$ cat src/rtl/mem_arbiter.sv
`timescale 1ns/1ps
// mem_arbiter: round-robin arbiter between two scratch-memory clients.
// Latches the winning request, runs the start/wr/done handshake with the
// memory controller, and returns an ack (with optional timeout error) to
// the client that was served.
module mem_arbiter #(
  parameter int ADDR_W  = 8,
  parameter int DATA_W  = 16,
  parameter int TIMEOUT = 15
) (
  input  logic              clk,
  input  logic              rst_n,
  input  logic              req0,
  input  logic              req1,
  input  logic              wr0,
  input  logic              wr1,
  input  logic [ADDR_W-1:0] addr0,
  input  logic [ADDR_W-1:0] addr1,
  input  logic [DATA_W-1:0] wdata0,
  input  logic [DATA_W-1:0] wdata1,
  output logic              ack0,
  output logic              ack1,
  output logic [DATA_W-1:0] rdata,
  output logic              err,
  output logic              busy,
  output logic              grant,
  output logic              mem_start,
  output logic              mem_wr,
  output logic [ADDR_W-1:0] mem_addr,
  output logic [DATA_W-1:0] mem_wdata,
  input  logic [DATA_W-1:0] mem_rdata,
  input  logic              mem_done
);

  typedef enum logic [1:0] {
    S_IDLE    = 2'd0,
    S_ISSUE   = 2'd1,
    S_RELEASE = 2'd2
  } state_t;

  localparam logic [7:0] TIMEOUT_VAL = 8'(TIMEOUT);

  state_t              state, state_d;
  logic                win;
  logic                last_q;
  logic                grant_q;
  logic                wr_q;
  logic [ADDR_W-1:0]   addr_q;
  logic [DATA_W-1:0]   wdata_q;
  logic [DATA_W-1:0]   rdata_q;
  logic [7:0]          cnt_q;
  logic                err_q;

  // Winner selection: a lone request wins; on a tie the port not served last wins.
  assign win = (req0 && req1) ? ~last_q : req1;

  // State register; async reset puts the FSM in IDLE so mem_start/mem_wr drop at once.
  always_ff @(posedge clk or negedge rst_n) begin
    // NOTE: sequential state uses non-blocking assignments so every register
    // samples pre-edge values regardless of statement order.
    if (!rst_n) state <= S_IDLE;
    else        state <= state_d;
  end

  // Next-state logic.
  always_comb begin
    // NOTE: default assigned first so no path leaves state_d unassigned (no latch).
    state_d = state;
    case (state)
      S_IDLE:    if (req0 || req1) state_d = S_ISSUE;
      S_ISSUE:   if (mem_done || (cnt_q == TIMEOUT_VAL)) state_d = S_RELEASE;
      S_RELEASE: state_d = S_IDLE;
      default:   state_d = S_IDLE;
    endcase
  end

  // Request latch, timeout counter, read capture and round-robin history.
  always_ff @(posedge clk or negedge rst_n) begin
    // NOTE: datapath registers are reset too because mem_addr, mem_wdata and
    // rdata are visible outputs that must read 0 after reset.
    if (!rst_n) begin
      last_q  <= 1'b1;
      grant_q <= 1'b0;
      wr_q    <= 1'b0;
      addr_q  <= '0;
      wdata_q <= '0;
      rdata_q <= '0;
      cnt_q   <= '0;
      err_q   <= 1'b0;
    end else begin
      case (state)
        S_IDLE: begin
          cnt_q <= '0;
          if (req0 || req1) begin
            grant_q <= win;
            wr_q    <= win ? wr1    : wr0;
            addr_q  <= win ? addr1  : addr0;
            wdata_q <= win ? wdata1 : wdata0;
          end
        end
        S_ISSUE: begin
          cnt_q <= cnt_q + 8'd1;
          if (mem_done) begin
            if (!wr_q) rdata_q <= mem_rdata;
            err_q <= 1'b0;
          end else if (cnt_q == TIMEOUT_VAL) begin
            err_q <= 1'b1;
          end
        end
        S_RELEASE: last_q <= grant_q;
        default: ;
      endcase
    end
  end

  // Handshake and client outputs decoded from state and latched request.
  assign mem_start = (state == S_ISSUE);
  assign mem_wr    = (state == S_ISSUE) && wr_q;
  assign mem_addr  = addr_q;
  assign mem_wdata = wdata_q;
  assign busy      = (state != S_IDLE);
  assign grant     = grant_q;
  assign ack0      = (state == S_RELEASE) && !grant_q;
  assign ack1      = (state == S_RELEASE) &&  grant_q;
  assign err       = (state == S_RELEASE) && err_q;
  assign rdata     = rdata_q;

endmodule

$ cat config.mk
export PLATFORM = sky130hd
export DESIGN_NAME = mem_arbiter
export DESIGN_NICKNAME = d
export VERILOG_FILES = /design/src/rtl/mem_arbiter.sv
export SDC_FILE = /design/constraint.sdc
export NUM_CORES = 1
export LEC_CHECK = 0
export ABC_AREA = 1
export CORE_MARGIN = 2
export CORE_UTILIZATION = 45
export CTS_CLUSTER_DIAMETER = 40
export DETAILED_ROUTE_END_ITERATION = 8
export PLACE_DENSITY = 0.86
export SYNTH_ARGS = -nofsm -noshare
export SYNTH_HDL_FRONTEND = slang
export SYNTH_SLANG_ARGS = --single-unit
$ cat constraint.sdc
create_clock -name clk -period 2.8 [get_ports clk]
set_input_delay 0.42 -clock clk [delete_from_list [all_inputs] [get_ports clk]]
set_output_delay 0.42 -clock clk [all_outputs]
set_load 0.02 [all_outputs]
# [Yosys cells after proc, flatten, opt, wreduce, memory -nomap -nowiden]
# Cells that the tools add are included.
[word_totals] ff_bits=54 inputBits=71 output_inout_bits=47 wordCells=43
[op_classes] add_sub_neg=1 n_eq_ne=5 muxes=10 n_bitwise=2 n_reduce_logical=16
[op_table] cell="two-way mux 16 bit" count=1
[op_table] cell="case mux 8 bit (2 select lines)" count=1
[op_table] cell="adder 8 x 1 -> 8 bit (second input constant)" count=1
[op_table] cell="equality test 8 x 4 -> 1 bit (second input constant)" count=1
[op_table] cell="two-way mux 8 bit" count=1
[op_table] cell="AND reduction 2 bit" count=3
[op_table] cell="nonzero test 2 bit" count=3
[op_table] cell="logical AND 1 bit" count=5
[op_table] cell="two-way mux 1 bit" count=4
[op_table] cell="two-way mux 2 bit" count=2
[op_table] cell="case mux 2 bit (2 select lines)" count=1
[op_table] cell="AND reduction 3 bit" count=1
[op_table] cell="equality test 2 x 1 -> 1 bit (second input constant)" count=1
[op_table] cell="equality test 2 bit (second input constant)" count=1
[op_table] cell="zero test 2 bit" count=1
[op_table] cell="logical OR 1 bit" count=2
[op_table] cell="inequality test 2 x 1 -> 1 bit (second input constant)" count=1
[op_table] cell="inequality test 2 bit (second input constant)" count=1
[op_table] cell="inverter 1 bit" count=2
[op_table] cell="zero test 1 bit" count=1

# [Logic depth before layout (Yosys ltp)]
# Gate-level depths: netlist of the first run.
[logic_depth] depth_word=4 mapped_depth=8 mapped_depth_nobuf=7

# [Worst setup path after synthesis of the first run]
# No wires, ideal clock.
[synth_path] kind="register to output" from="reg wr_q" to="out mem_wr" arrival_time_ps=1104 required_ps=2380 slack_ps=1276 path_stages_with_launch=4 n_path_buf=1 path_cell_list="dfrtp_1 -> clkinv_1 -> clkbuf_1 -> nor2_1"
[synth_via] elab_chain_len=1
[synth_lines] element="from (decl)" line_no="47" source="logic wr_q;"
[synth_lines] element="from (signal assigned)" line_no="96" source="wr_q <= win ? wr1 : wr0;"
[synth_lines] element="logical AND 1 bit" line_no="118" source="assign mem_wr = (state == S_ISSUE) && wr_q;"
[synth_lines] element="to (decl)" line_no="28" source="output logic mem_wr,"
# Every way passes these cells.

# [Worst setup path in the final report of the first run]
[layout_path] from="reg state[1]" to="out mem_wr"
[layout_via] elab_chain_len=2
[layout_lines] element="from (decl)" line_no="43" source="state_t state, state_d;"
[layout_lines] element="from (signal assigned)" line_no="62" source="else state <= state_d;"
[layout_lines] element="equality test 2 x 1 -> 1 bit" line_no="118"
[layout_lines] element="logical AND 1 bit" line_no="118"
# Every way passes these cells.

==> impl_metrics.py, run 1 <==
metrics = {
    "status": {
        "status": "complete, no violations",
    },
    "setup_path": {
        "crit_path_start_kind": "register",
        "crit_chain": "nor2_4 -> inv_4 -> nor2_1 -> clkdlybuf4s50_1",
        "worstSetupStartpoint": "state[1]",
        "reg2reg_depth": 6,
        "max_stage_delay_ps": 620,
        "worstReg2RegStart": "state[1]",
        "end_kind": "output port",
        "required_ps": 2380,
        "crit_path_max_fanout": 6,
        "crit_arrival_ps": 1820,
        "slowest_stage": "clkdlybuf4s50_1",
        "worstSetupPathType": "register to output port",
    },
    "grt": {
        "grt_pass1_wl_um": 11040,
        "grt_usage_pct": 22.06,
        "grt_max_degree": 55,
        "gr-total-overflow": 0,
        "antenna_found_initial": 0,
        "grt_pass1_vias": 2411,
    },
    "sta": {
        "setup_tns_ps": 0,
        "fmax_mhz": 445.9,
        "fin_crit_ps": 2243,
        "setup_slack_ps": 557.4,
        "maxSlewViolCount": 0,
        "hold_violations": 0,
        "slew_headroom_pct": 57.87,
        "setup_violations": 0,
        "finClkSkew_ps": 9.927,
        "tightest_slew_ps": 631.2,
        "rsz0062_at_grt": "false",
        "post-route-period-util_pct": 80.09,
    },
    "die": {
        "ios": 118,
        "start_util_pct": 47.23,
        "rows": 27,
        "die_area_um2": 6478,
        "die_x_um": 80.49,
        "die_y_um": 80.49,
        "coreArea_um2": 5574,
    },
    "synthesis": {
        "synthTopCellsByArea": "dfrtp_1 50%, nand2_1 13%, o21ai_2 8.3%",
        "postSynthCellCount": 300,
        "muxShareOfSynthArea_pct": 0,
        "avgSynthCellArea_um2": 8.775,
        "synthXorXnorAreaFrac_pct": 0,
        "synth_top_family_by_area": "simple AND/OR/NAND/NOR gates",
        "ys_seq_elements": 54,
        "yosysSeqAreaShare_pct": 51.38,
        "yosysUniqueCellTypes": 27,
        "synth_top_area_share_pct": 50.38,
        "yosys_warnings": 0,
        "synth-compound-area-share_pct": 15.92,
        "syn-cell-area_um2": 2633,
        "synthSimpleGateAreaFrac_pct": 24.71,
        "synth_top_area_cell": "dfrtp_1",
        "syn-num-nets": 372,
        "synthAdderAreaFrac_pct": 0.4753,
    },
    "place": {
        "port_buffers": 117,
        "dp.cells": 480,
        "dpl_worst_slack_ps": 759.3,
        "postPlaceCellArea_um2": 3819,
        "hpwlAfterDp_um": 5029,
        "gp_congestion": 0.7666,
    },
    "clock_tree": {
        "htree_num_levels": 2,
        "cts_root_buffer": "clkbuf_8",
        "clock-sinks": 54,
        "cts_hold_buf": 0,
        "ctsResizeCount": 0,
        "cts_buffers": 5,
        "clk_path_buf_depth": 2,
        "path_clk_slew_ps": 100,
        "clock_latency_ps": 300,
        "cts_setup_buffers": 0,
        "cts_tree": "built",
    },
    "routing": {
        "ant_nets": 0,
        "wl_per_cell_um": 13.70,
        "drt-pass1-iter-count": 4,
        "vias": 2447,
        "remaining_drc_errors": 0,
        "viasPerCell": 5.014,
        "drt_wl_total_um": 6686,
        "drt_iter0_drc": 124,
    },
    "power_and_ir_drop": {
        "p_per_area_nw_per_um2": 1024,
        "p_leak_nw": 1.787,
        "irDropWorstVdd_uv": 669.2,
        "total_power_w": 0.004058,
    },
    "layout": {
        "fin_area_um2": 3961,
        "final_nets": 487,
        "finalNonFillerCells": 488,
        "areaGrowthSynthToFinish_pct": 50.48,
        "insertedDiodeCount": 0,
        "drive_above_1_share_pct": 12.98,
    },
    "min_path": {
        "hp-class": "input pin to async pin",
    },
    "job": {
        "drv_cap": 0,
    },
}
-- power by group --
group / internal [W] / switching (W)
clock: 0.000381 / 0.000254
combinational: 0.000931 / 0.00117
sequential: 0.00112 / 0.000202
-- flip-flops by register name, summed over array words and instances (netlist names) --
| register | cells |
|---|---|
| grant | 1 |
| last_q | 1 |
| err_q | 1 |
| mem_addr | 8 |
| rdata | 16 |
| mem_wdata | 16 |
| cnt_q | 8 |
| wr_q | 1 |
| state | 2 |
-- cells in the mapped netlist --
library cell / number
o22ai_2: 1
buf_2: 1
nor2_8: 1
inv_1: 17
o21ai_2: 25
clkbuf_1: 5
a21oi_1: 3
inv_4: 1
buf_4: 2
nand2_1: 88
clkinv_1: 1
nand2_4: 2
dfrtp_1: 53
a22o_2: 1
o21ai_1: 2
inv_2: 3
dfstp_2: 1
buf_12: 2
o21a_1: 1
o21ai_0: 19
nand3_1: 20
o211ai_2: 4
nor2_4: 2
nor2_1: 40
nor3_1: 1
buf_6: 3
ha_1: 1
-- metal layers --
metal  GRT usage (%)  up-vias  share of wire [%]
li1                -     1189                  -
met1           25.31     1134                 39
met2           38.25      116                 49
met3           8.876        8                 11
met4           5.593        0               0.91
met5               0        -                  0
-- cell usage in the layout, fill, tap and decap left out --
master	instances
a21oi_1	3
a22o_2	1
buf_12	1
buf_2	1
buf_4	3
bufinv_16	2
clkbuf_8	6
clkdlybuf4s50_1	116
clkinv_1	1
dfrtp_1	53
dfstp_2	1
ha_1	1
inv_1	17
inv_2	3
inv_4	1
nand2_1	88
nand2_4	2
nand3_1	20
nor2_1	40
nor2_4	2
nor2_8	1
nor3_1	1
o211ai_2	4
o21a_1	1
o21ai_0	19
o21ai_1	2
o21ai_2	25
o22ai_2	1
-- critical path, delay by kind of cell, from the launching register on --
kind | cells | cell delay (ps)
flops | 1 | 460
simple gates | 2 | 360
buf+inv | 2 | 690
-- per-stage QoR --
stage	hold WS (ps)	utilization, %
after floorplan	124.4	-
after global placement	437.7	68.51
after detailed placement	442.8	68.51
after CTS	111.3	71.07
after global routing	114.2	71.07
final	89.14	71.07
-- cell families after synthesis --
family	after synthesis
fa+ha+maj	1
buf+inv	35
flops	54
simple gates	154
compound gates	56
-- worst paths after layout --
path                                      to  slack [ps]
min in group clk                    rdata[0]         480
worst min-delay path            mem_wdata[9]          90
worst min register to register      rdata[0]         480
worst max register to register  mem_wdata[6]        1080
worst max-delay path                  mem_wr         560
max in group asynchronous             last_q        2420
-- cell type report --
class	instances	area, um^2
well taps	72	90.09
multi-input cells	211	1082
clock buffers	6	82.58
fillers	459	1613
flip-flops and latches	54	1353
inverters	22	85.08
repair buffers	121	1209
clock inverters	2	60.06
Note: power is estimated with default switching activity, not from simulation.
==> inputs of run 2 (changes only) <==
--- a/config.mk
+++ b/config.mk
@@ -7,10 +7,10 @@
 export LEC_CHECK = 0
 export ABC_AREA = 1
 export CORE_MARGIN = 2
-export CORE_UTILIZATION = 45
+export CORE_UTILIZATION = 38
 export CTS_CLUSTER_DIAMETER = 40
 export DETAILED_ROUTE_END_ITERATION = 8
-export PLACE_DENSITY = 0.86
+export PLACE_DENSITY = 0.77
 export SYNTH_ARGS = -nofsm -noshare
 export SYNTH_HDL_FRONTEND = slang
 export SYNTH_SLANG_ARGS = --single-unit
==> constraint.sdc (replaced) <==
create_clock -name clk -period 1.96 [get_ports clk]
set_input_delay 0.294 -clock clk [delete_from_list [all_inputs] [get_ports clk]]
set_output_delay 0.294 -clock clk [all_outputs]
set_load 0.02 [all_outputs]
==> impl_metrics.py, run 2 (same netlist as run 1, synthesis figures left out) <==
metrics = {
    "routing": {
        "drt_iter0_drc": 128,
        "remaining_drc_errors": 0,
        "drt_wl_total_um": 6541,
        "vias": 2401,
        "viasPerCell": 4.812,
        "wl_per_cell_um": 13.11,
        "ant_nets": 0,
        "drt-pass1-iter-count": 4,
    },
    "die": {
        "die_area_um2": 7609,
        "start_util_pct": 38.96,
        "die_y_um": 87.23,
        "ios": 118,
        "rows": 30,
        "die_x_um": 87.23,
        "coreArea_um2": 6756,
    },
    "setup_path": {
        "worstSetupPathType": "register to output port",
        "end_kind": "output port",
        "crit_path_start_kind": "register",
        "crit_arrival_ps": 1580,
        "crit_path_max_fanout": 6,
        "required_ps": 1670,
    },
    "place": {
        "gp_congestion": 0.7717,
        "dpl_worst_slack_ps": 200.9,
        "hpwlAfterDp_um": 4780,
        "port_buffers": 117,
    },
    "layout": {
        "insertedDiodeCount": 0,
        "final_nets": 490,
        "fillers": 610,
        "areaGrowthSynthToFinish_pct": 50.52,
        "mostFrequentLayoutCells": "111 x clkdlybuf4s50_1, 88 x nand2_1, 52 x dfrtp_1, 40 x nor2_1, 25 x o21ai_2",
        "multiInputGateArea_um2": 1082,
        "layout_commonest_cell": "clkdlybuf4s50_1",
        "drive_above_1_share_pct": 13.60,
        "register_area_um2": 1354,
    },
    "status": {
        "status": "complete, no violations",
    },
    "min_path": {
        "hp-class": "register to register",
    },
    "grt": {
        "gr-total-overflow": 0,
        "grt_max_degree": 31,
        "grt_pass1_wl_um": 10640,
        "antenna_found_initial": 0,
        "grt_usage_pct": 17.57,
        "grt_pass1_vias": 2356,
    },
    "sta": {
        "setup_violations": 0,
        "rsz0062_at_grt": "false",
        "tightest_slew_ps": 658.7,
        "setup_slack_ps": 88.13,
        "finClkSkew_ps": 3.768,
        "setup_tns_ps": 0,
        "post-route-period-util_pct": 95.50,
        "maxSlewViolCount": 0,
        "hold_violations": 0,
        "fmax_mhz": 534.2,
        "slew_headroom_pct": 56.04,
        "fin_crit_ps": 1872,
    },
    "job": {
        "drv_cap": 0,
    },
    "clock_tree": {
        "cts_root_buffer": "clkbuf_8",
        "htree_num_levels": 2,
        "clk_path_buf_depth": 2,
        "clock_latency_ps": 310,
        "cts_setup_buffers": 0,
        "clock-sinks": 54,
        "cts_buffers": 5,
        "path_clk_slew_ps": 100,
        "cts_tree": "built",
    },
    "power_and_ir_drop": {
        "irDropWorstVdd_uv": 605.9,
        "p_leak_nw": 1.799,
        "p_per_area_nw_per_um2": 1421,
    },
}
## run 2: cell types whose count changed in the layout (fill, tap and decap cells not counted), sizes merged
cell / delta
clkdlybuf4s50: -5
dlygate4sd2: +5
buf: +2
clkinvlp: +2
bufinv: -1
clkbuf: -1
dlygate4sd3: +1
## run 2: layout make-up
class / count / area share (%)
clock inverter: 3 / 1.137
timing repair buffer: 124 / 30.98
tap: 80 / 2.526
clock buffer: 5 / 1.737
multi-input combinational: 211 / 27.31
inverter: 22 / 2.147
sequential: 54 / 34.16
## run 2: path summary, 6_finish.rpt
| check | startpoint | to | slack (ps) | cells after the start |
|---|---|---|---|---|
| worst max-delay path | state[1] | busy | 90 | 3 |
| worst min-delay path | rdata[12] | rdata[12] | 480 | 2 |
| worst max register to register | last_q | mem_wdata[12] | 510 | 5 |
| worst min register to register | rdata[12] | rdata[12] | 480 | 2 |
| max in group asynchronous | rst_n | last_q | 1150 | 3 |
| min in group asynchronous | rst_n | state[0] | 520 | 3 |
## run 2: metrics by stage
stage / utilization [%] / instance area, um^2 / power (W) / hold WS, ps / std cells
after floorplan: - / 2633 / 0.003679 / -1.591 / 300
after global placement: 56.89 / 3844 / 0.004871 / 332.4 / 490
after detailed placement: 56.89 / 3844 / 0.004938 / 329.2 / 490
after CTS: 58.65 / 3963 / 0.005692 / 482.5 / 499
after global routing: 58.65 / 3963 / 0.006015 / 501.0 / 499
final: 58.65 / 3963 / 0.005630 / 478.7 / 499
## run 2: timing repair
action                                 in CTS  in global routing
hold buffers                                1                  0
resized for setup                           6                  0
endpoints found under the hold margin      40                  0
setup endpoints to repair                   5                  0
## run 2: routing by layer
layer	wire, um	track usage [%]	share of wire (%)
met3	414	5.213	6.3
met1	2817	21.72	43
met2	3257	30.46	50
met4	52	3.776	0.79
met5	0	0	0
## run 2: worst max-delay path: stages, from the launching register on
cell,delay (ps)
dfrtp_2,440
inv_2,80
nand2_4,120
clkdlybuf4s50_1,620
## run 2: report_power, final
| group | switching (W) | internal [W] | leakage (nW) |
|---|---|---|---|
| sequential | 0.000275 | 0.00160 | 0.673 |
| combinational | 0.00167 | 0.00133 | 1.08 |
| clock | 0.000382 | 0.000380 | 0.0504 |
